<file path="config.mk">
export PLATFORM = sky130hd
export DESIGN_NAME = dvs_event_reader
export DESIGN_NICKNAME = d
export VERILOG_FILES = /design/src/rtl/dvs_pkg.sv /design/src/rtl/dvs_event_slot.sv /design/src/rtl/dvs_event_reader.sv
export SDC_FILE = /design/constraint.sdc
export NUM_CORES = 1
export LEC_CHECK = 0
export ABC_AREA = 0
export BUFFER_PORTS_ARGS = -buffer_cell sky130_fd_sc_hd__buf_2
export CAP_MARGIN = 10
export CELL_PAD_IN_SITES_DETAIL_PLACEMENT = 0
export CELL_PAD_IN_SITES_GLOBAL_PLACEMENT = 2
export CORE_ASPECT_RATIO = 0.7
export CORE_MARGIN = 2
export CORE_UTILIZATION = 35
export DETAILED_ROUTE_END_ITERATION = 8
export PLACE_DENSITY_LB_ADDON = 0.1
export SKIP_LAST_GASP = 1
export SLEW_MARGIN = 10
export SYNTH_ARGS = -nofsm -noshare
export SYNTH_HDL_FRONTEND = slang
export SYNTH_SLANG_ARGS = --single-unit
export TNS_END_PERCENT = 20
</file>
<file path="constraint.sdc">
create_clock -name pclk -period 3.45 [get_ports pclk]
set_clock_uncertainty 0.05 [all_clocks]
set_input_delay 0.5175 -clock pclk [delete_from_list [all_inputs] [get_ports pclk]]
set_output_delay 0.5175 -clock pclk [all_outputs]
set_load 0.01 [all_outputs]
</file>
<file path="src/rtl/dvs_pkg.sv">
// Shared definitions for the DVS event reader: colour codes, word bit-slices,
// FSM state encoding and event field widths.
package dvs_pkg;

   localparam logic [1:0] COL_NONE = 2'b00;
   localparam logic [1:0] COL_POS  = 2'b01;
   localparam logic [1:0] COL_NEG  = 2'b10;
   localparam logic [1:0] COL_RSV  = 2'b11;

   // Each 32-bit word packs two pixels as {ref[7:0], colour[1:0], pixel[5:0]}.
   localparam int REF_W      = 8;
   localparam int COL_W      = 2;
   localparam int PIX_W      = 6;
   localparam int HI_REF_LSB = 24;
   localparam int HI_COL_LSB = 22;
   localparam int HI_PIX_LSB = 16;
   localparam int LO_REF_LSB = 8;
   localparam int LO_COL_LSB = 6;
   localparam int LO_PIX_LSB = 0;

   localparam int COORD_W_DEF = 7;
   localparam int TS_W        = 16;

   typedef enum logic [2:0] {
      S_IDLE,
      S_FETCH,
      S_WAIT,
      S_EMIT_HI,
      S_EMIT_LO,
      S_DONE
   } state_t;

   // Reserved colour 11 is dropped exactly like "no change".
   function automatic logic col_is_event(input logic [COL_W-1:0] col);
      return (col == COL_POS) || (col == COL_NEG);
   endfunction

endpackage

</file>
<file path="src/rtl/dvs_event_slot.sv">
// Single-entry output register for the event stream; contents are held while
// valid is high and the sink is not ready.
module dvs_event_slot #(
   parameter int W = 15
) (
   input  logic         clk_i,
   input  logic         rst_i,
   input  logic         flush_i,
   input  logic         load_i,
   input  logic [W-1:0] data_i,
   input  logic         ready_i,
   output logic         valid_o,
   output logic [W-1:0] data_o,
   output logic         free_o
);

   logic         valid_q;
   logic [W-1:0] data_q;

   always_ff @(posedge clk_i or posedge rst_i) begin
      if (rst_i) begin
         valid_q <= 1'b0;
         data_q  <= '0;
      end else if (flush_i) begin
         valid_q <= 1'b0;
      end else if (load_i) begin
         valid_q <= 1'b1;
         data_q  <= data_i;
      end else if (ready_i) begin
         valid_q <= 1'b0;
      end
   end

   // A new event may be loaded in the same cycle the held one is taken.
   assign free_o  = !valid_q || ready_i;
   assign valid_o = valid_q;
   assign data_o  = data_q;

endmodule

</file>
<file path="src/rtl/dvs_event_reader.sv">
// Scans one packed difference line from BRAM and emits {polarity, y, x} events.
// Optional build macro DVS_EVENT_TIMESTAMP_EN adds a 16-bit ev_ts per event.
//
// state   | meaning
// IDLE    | waiting for line_ready
// FETCH   | word address presented to BRAM
// WAIT    | BRAM data returned, colours latched
// EMIT_HI | upper pixel (x = 2*idx) event offered to the output slot
// EMIT_LO | lower pixel (x = 2*idx+1) event offered, then next word or DONE
// DONE    | line_done pulse, y advances
module dvs_event_reader
   import dvs_pkg::*;
#(
   parameter int LINE_WORDS = 64,
   parameter int NUM_LINES  = 128,
   parameter int ADDR_W     = 17,
   parameter int COORD_W    = COORD_W_DEF
) (
   input  logic                 pclk,
   input  logic                 reset,
   input  logic                 frame_start,
   input  logic                 line_ready,
   output logic                 line_done,
   output logic                 frame_done,
   output logic                 line_overrun,
   output logic [ADDR_W-1:0]    bram_addr,
   output logic                 bram_clk,
   input  logic [31:0]          bram_rddata,
   output logic                 bram_en,
   output logic                 bram_rst,
   output logic [3:0]           bram_we,
   output logic                 ev_valid,
   input  logic                 ev_ready,
   output logic [2*COORD_W:0]   ev_data
`ifdef DVS_EVENT_TIMESTAMP_EN
   ,output logic [TS_W-1:0]     ev_ts
`endif
);

   localparam int EV_W  = 1 + 2*COORD_W;
   localparam int IDX_W = $clog2(LINE_WORDS);
   localparam logic [IDX_W-1:0]   LAST_IDX = IDX_W'(LINE_WORDS - 1);
   localparam logic [COORD_W-1:0] LAST_Y   = COORD_W'(NUM_LINES - 1);

   state_t             state_q;
   logic [IDX_W-1:0]   idx_q;
   logic [ADDR_W-1:0]  addr_q;
   logic [COORD_W-1:0] y_q;
   logic [COL_W-1:0]   hi_col_q, lo_col_q;
   logic               line_done_q, frame_done_q, overrun_q;

   logic               hi_ev, lo_ev, emit, slot_load, slot_free;
   logic [EV_W-1:0]    ev_d;

   // Only the colour fields steer the scan; ref and pixel values are unused.
   logic unused_rddata;
   assign unused_rddata = ^{bram_rddata[HI_REF_LSB +: REF_W], bram_rddata[HI_PIX_LSB +: PIX_W],
                            bram_rddata[LO_REF_LSB +: REF_W], bram_rddata[LO_PIX_LSB +: PIX_W]};

   assign hi_ev = col_is_event(hi_col_q);
   assign lo_ev = col_is_event(lo_col_q);

   always_comb begin
      emit = 1'b0;
      ev_d = '0;
      if (state_q == S_EMIT_HI && hi_ev) begin
         emit = 1'b1;
         ev_d = {hi_col_q == COL_POS, y_q, COORD_W'({idx_q, 1'b0})};
      end else if (state_q == S_EMIT_LO && lo_ev) begin
         emit = 1'b1;
         ev_d = {lo_col_q == COL_POS, y_q, COORD_W'({idx_q, 1'b1})};
      end
   end

   assign slot_load = emit && slot_free && !frame_start;

   always_ff @(posedge pclk or posedge reset) begin
      if (reset) begin
         state_q      <= S_IDLE;
         idx_q        <= '0;
         addr_q       <= '0;
         y_q          <= '0;
         hi_col_q     <= COL_NONE;
         lo_col_q     <= COL_NONE;
         line_done_q  <= 1'b0;
         frame_done_q <= 1'b0;
         overrun_q    <= 1'b0;
      end else begin
         line_done_q  <= 1'b0;
         frame_done_q <= 1'b0;
         if (frame_start) begin
            y_q       <= '0;
            overrun_q <= 1'b0;
            if (line_ready) begin
               idx_q   <= '0;
               addr_q  <= '0;
               state_q <= S_FETCH;
            end else begin
               state_q <= S_IDLE;
            end
         end else begin
            if (line_ready && state_q != S_IDLE) overrun_q <= 1'b1;
            case (state_q)
               S_IDLE: begin
                  if (line_ready) begin
                     idx_q   <= '0;
                     addr_q  <= '0;
                     state_q <= S_FETCH;
                  end
               end
               S_FETCH: state_q <= S_WAIT;
               S_WAIT: begin
                  hi_col_q <= bram_rddata[HI_COL_LSB +: COL_W];
                  lo_col_q <= bram_rddata[LO_COL_LSB +: COL_W];
                  state_q  <= S_EMIT_HI;
               end
               S_EMIT_HI: begin
                  if (!emit || slot_free) state_q <= S_EMIT_LO;
               end
               S_EMIT_LO: begin
                  if (!emit || slot_free) begin
                     if (idx_q == LAST_IDX) begin
                        state_q <= S_DONE;
                     end else begin
                        idx_q   <= idx_q + 1'b1;
                        addr_q  <= addr_q + 1'b1;
                        state_q <= S_FETCH;
                     end
                  end
               end
               S_DONE: begin
                  line_done_q <= 1'b1;
                  if (y_q == LAST_Y) begin
                     y_q          <= '0;
                     frame_done_q <= 1'b1;
                  end else begin
                     y_q <= y_q + 1'b1;
                  end
                  state_q <= S_IDLE;
               end
               default: state_q <= S_IDLE;
            endcase
         end
      end
   end

`ifdef DVS_EVENT_TIMESTAMP_EN
   localparam int SLOT_W = TS_W + EV_W;
   logic [TS_W-1:0]   ts_q, ts_d;
   logic [SLOT_W-1:0] slot_in, slot_out;

   assign ts_d = ts_q + 1'b1;

   always_ff @(posedge pclk or posedge reset) begin
      if (reset)            ts_q <= '0;
      else if (frame_start) ts_q <= '0;
      else                  ts_q <= ts_d;
   end

   // Capture the count as it will read on the edge that raises ev_valid.
   assign slot_in = {ts_d, ev_d};
   assign {ev_ts, ev_data} = slot_out;
`else
   localparam int SLOT_W = EV_W;
   logic [SLOT_W-1:0] slot_in, slot_out;

   assign slot_in = ev_d;
   assign ev_data = slot_out;
`endif

   dvs_event_slot #(.W(SLOT_W)) u_slot (
      .clk_i   (pclk),
      .rst_i   (reset),
      .flush_i (frame_start),
      .load_i  (slot_load),
      .data_i  (slot_in),
      .ready_i (ev_ready),
      .valid_o (ev_valid),
      .data_o  (slot_out),
      .free_o  (slot_free)
   );

   assign line_done    = line_done_q;
   assign frame_done   = frame_done_q;
   assign line_overrun = overrun_q;
   assign bram_addr    = addr_q;
   assign bram_clk     = pclk;
   assign bram_en      = !reset;
   assign bram_rst     = reset;
   assign bram_we      = 4'b0000;

endmodule

</file>
After elaboration in Yosys (flattened, before gate mapping)
Index checks and enable logic that the tools add are counted.
Widths: inputs -> output; s select.
{ "word_totals": {"input_bits": 37, "regBits": 56} }
{ "classes": {"n_bitwise": 1, "eq_ne": 15, "n_reduce_logical": 23, "add_sub_neg": 3, "n_mux": 34} }
{ "ops": {"columns": ["cell", "count"], "rows": [
  ["$mux 17", 4],
  ["$pmux 17 s2", 1],
  ["$mux 15", 2],
  ["$mux 6", 4],
  ["$mux 7", 3],
  ["$add 17x1->17 const B", 1],
  ["$mux 3", 5],
  ["$pmux 3 s5", 1],
  ["$mux 1", 13],
  ["$pmux 6 s2", 1],
  ["$reduce_bool 3->1", 3],
  ["$add 7x1->7 const B", 1],
  ["$eq 7x7->1 const B", 1],
  ["$add 6x1->6 const B", 1],
  ["$eq 3x2->1 const B", 2],
  ["$eq 3x3->1 const B", 2],
  ["$eq 6x6->1 const B", 1],
  ["$ne 3x2->1 const B", 2],
  ["$ne 3x3->1 const B", 2],
  ["$reduce_and 3->1", 2],
  ["$logic_and 1x1->1", 5],
  ["$eq 2x1->1 const B", 2],
  ["$eq 2x2->1 const B", 2],
  ["$logic_not 1->1", 4],
  ["other kinds (6)", 11]
]} }

Longest topological paths before layout
{ "logic_depth": {"depth_word": 10, "mapped_depth": 8} }

Modules after synthesis
A second synthesis with hierarchy kept.
{ "unflattened": {"cells_unflattened": 291, "hier_area_um2": 2990.4} }
{ "modules_own_cells": {"columns": ["mod", "area_per_inst_um2", "cells_per_inst", "instances"], "rows": [
  ["dvs_event_reader", 2319.7, 253, 1],
  ["dvs_event_slot", 670.6, 38, 1]
]} }

==> run_results.csv <==
group,metric,value,unit
placed_design,placed_area,3231,sq um
setup_path,max_stage_delay,0.13,ns
global_routing,grt_max_degree,57,
floorplanning,pin_count,80,
final_layout,layout-drive-gt1-share,27.59,%
timing,tightest_slew,0.8595,ns
setup_path,worstPathRequired,2.88,ns
yosys,synthCells,270,
setup_path,arrival,2.10,ns
yosys,synth.distinct_cells,57,
worst_hold_path,hp-class,"primary input to async pin",
status,failed_checks,"design-rule violations",
setup_path,critical_path.n_buffers_inverters,3,
final_layout,layout_common_cells,"56 x dfrtp_1, 47 x buf_2, 17 x nand2_1, 17 x mux2_2, 13 x a21oi_1",
pwr,power_density,505.6,nW/um^2
setup_path,critPathLaunchType,"clock port",
clocking,cts_resized,0,
final_layout,syn_to_final_growth,18.36,%
timing,setup_viol,0,
global_routing,grt_pass1_wl,11890,microns
setup_path,r2r_cells,6,
setup_path,r2r-end,"u_slot.data_o[8]$_DFFE_PP0P_",
floorplanning,start_util,36.58,%
status,status,"complete, but fails checks",
setup_path,criticalPathCategory,"clock port to output port",
timing,slew-limit-headroom,42.58,%
setup_path,slowest_stage,"clkbuf_16",
setup_path,crit_family,"buffers and inverters",
yosys,synth_area_leaders,"dfrtp_1 48%, mux2_2 6.6%, a21oi_1 2.4%, buf_4 2.3%, o31ai_1 2.3%",
placed_design,place_ws,0.9833,ns
yosys,seq_area_frac_synth,48.05,%
placed_design,portBuffers,47,
global_routing,antenna_found_initial,0,
floorplanning,core,7973,sq um
yosys,synth.top_cell.area_share,48.05,%
yosys,yosys.area.top_type,"dfrtp_1",
final_layout,layout_commonest_cell,"dfrtp_1",
global_routing,grt_pass1_vias,2249,
timing,final.setup.worst_slack,0.7829,ns
yosys,async_reset_ff_share,100.0,%
global_routing,grtUsageTotal,16.86,%
drt,antenna_left,0,
pwr,ir_drop,0.3729,mV
setup_path,worstSetupEndpointType,"output port",
setup_path,worstPathMaxFanout,2,
setup_path,cp_common_cell,"clkbuf_16",
clocking,worstSkewPairLatency,0.40,ns
clocking,path_clk_slew,0.07,ns
clocking,postCtsSetupRepairBufs,0,
placed_design,gp_congestion,0.7371,
global_routing,grt.overflow.total,0,
setup_path,rrSetupSlack,0.97,ns
floorplanning,die-area,9091,sq um
timing,finalSetupTns,0,ns
yosys,synthFlopType,"dfrtp_1",
yosys,synth-seq-cells,56,
final_layout,antenna_cells,0,
drt,finalWirelength,6850,microns
clocking,cts_hold_buf,0,
timing,slew_viol_final,0,
yosys,netlist_area,2917,sq um
drt,wl_per_cell,16.31,microns
job,maxCapViolCount,0,
clocking,cts_tree,"done",
floorplanning,std_cell_rows,27,
setup_path,crit_chain,"clkbuf_16, clkbuf_16, buf_2",
yosys,ys_warn_count,0,
final_layout,fin_nets,360,
floorplanning,die_w,113.1,microns
pwr,p_leak,1.608,nW
placed_design,dp.final_hpwl,4854,microns
final_layout,fin_area,3452,sq um
timing,rsz0062_at_grt,"false",
drt,drt_first_pass_iters,6,
yosys,synth_edf_count,0,
drt,drc,3,
yosys,syn_area_per_cell,10.80,sq um
timing,hold_viol_final,0,
drt,first_iter_violations,80,
drt,vias,2319,
floorplanning,die_h,80.38,microns
setup_path,r2r_start,"lo_col_q[0]$_DFFE_PP0P_",
drt,drt-vias-per-instance,5.521,
==> area by class of cell <==
class,count,area [sq um]
fill,772,4521
sequential,56,1401
multi-input combinational,190,1385
timing repair buffer,53,282.8
clock buffer,12,226.5
tap,101,126.4
inverter,8,30.03
==> worst max path at each step <==
| stage | to | cells after the start | slack [ns] | from |
|---|---|---|---|---|
| finish | bram_clk | 3 | 0.78 | pclk |
| global route | u_slot.data_o[8]$_DFFE_PP0P_ | 5 | 0.75 | state_q[2]$_DFFE_PP0P_ |
| CTS | bram_clk | 3 | 0.78 | pclk |
| detailed placement | u_slot.data_o[13]$_DFFE_PP0P_ | 6 | 0.98 | lo_col_q[0]$_DFFE_PP0P_ |
| global placement | u_slot.data_o[8]$_DFFE_PP0P_ | 6 | 0.95 | lo_col_q[0]$_DFFE_PP0P_ |
| floorplan | bram_clk | 1 | 1.04 | pclk |
==> cells by family (layout without fill, tap and decap cells) <==
| family | after synthesis | in the layout | synth area share, % |
|---|---|---|---|
| AOI/OAI and AO/OA | 67 | 67 | 16.47 |
| xor gates and xnor gates | 3 | 3 | 0.9011 |
| adders and majority gates | 5 | 5 | 2.145 |
| buffers and inverters | 27 | 73 | 4.976 |
| DFF | 56 | 56 | 48.05 |
| muxes | 21 | 21 | 7.936 |
| other | 1 | 4 | 0.1286 |
| and+or+nand+nor | 90 | 90 | 19.39 |
==> cell usage after synthesis (all sizes together), types with 4 or more instances <==
cell     instances
or4              8
nor3             7
mux2i            4
nor2             9
dfrtp           56
nand3            8
and3             7
a21oi           14
inv              8
ha               5
nand2           17
o31ai            9
a2bb2oi          4
mux2            17
nand2b           4
nor4             4
nand4            8
buf             17
o211ai           4
o21ai           11
==> registers in the layout, indices dropped and copies added, names as in the netlist, 2 cells and up <==
name and flops:
bram_addr 17, hi_col_q 2, idx_q 6, lo_col_q 2
state_q 3, u_slot.data_o 15, y_q 7
==> worst min-delay path: stages <==
cell   delay (ns)
buf_2        0.11
inv_2        0.04
buf_4        0.55
==> routing by layer <==
layer  vias up  wire (microns)  global-route usage [%]  part of all wire [%]
met4         0              75                   5.854                   1.1
met3         8             361                   4.226                   5.3
li1       1123               -                       -                     -
met2        60            2701                   22.57                    39
met1      1128            3711                   25.85                    54
met5         -               0                       0                     0
==> per-stage QoR <==
stage / util, % / power, mW / instances / hold WS [ns]
CTS: 43.30 / 1.777 / 420 / 0.2591
floorplan: - / 0.9904 / 273 / 0.4375
detailed placement: 40.52 / 1.076 / 409 / 0.4394
finish: 43.30 / 1.745 / 420 / 0.2675
global placement: 40.52 / 1.073 / 409 / 0.4364
global route: 43.30 / 1.854 / 420 / 0.2924
==> report_power, final <==
group	internal, mW	leakage (nW)	switching [mW]	total [mW]
Sequential	0.716	0.764	0.0519	0.768
Clock	0.446	0.112	0.257	0.703
Combinational	0.123	0.732	0.152	0.274
Note: power is estimated with default switching activity, not from simulation.
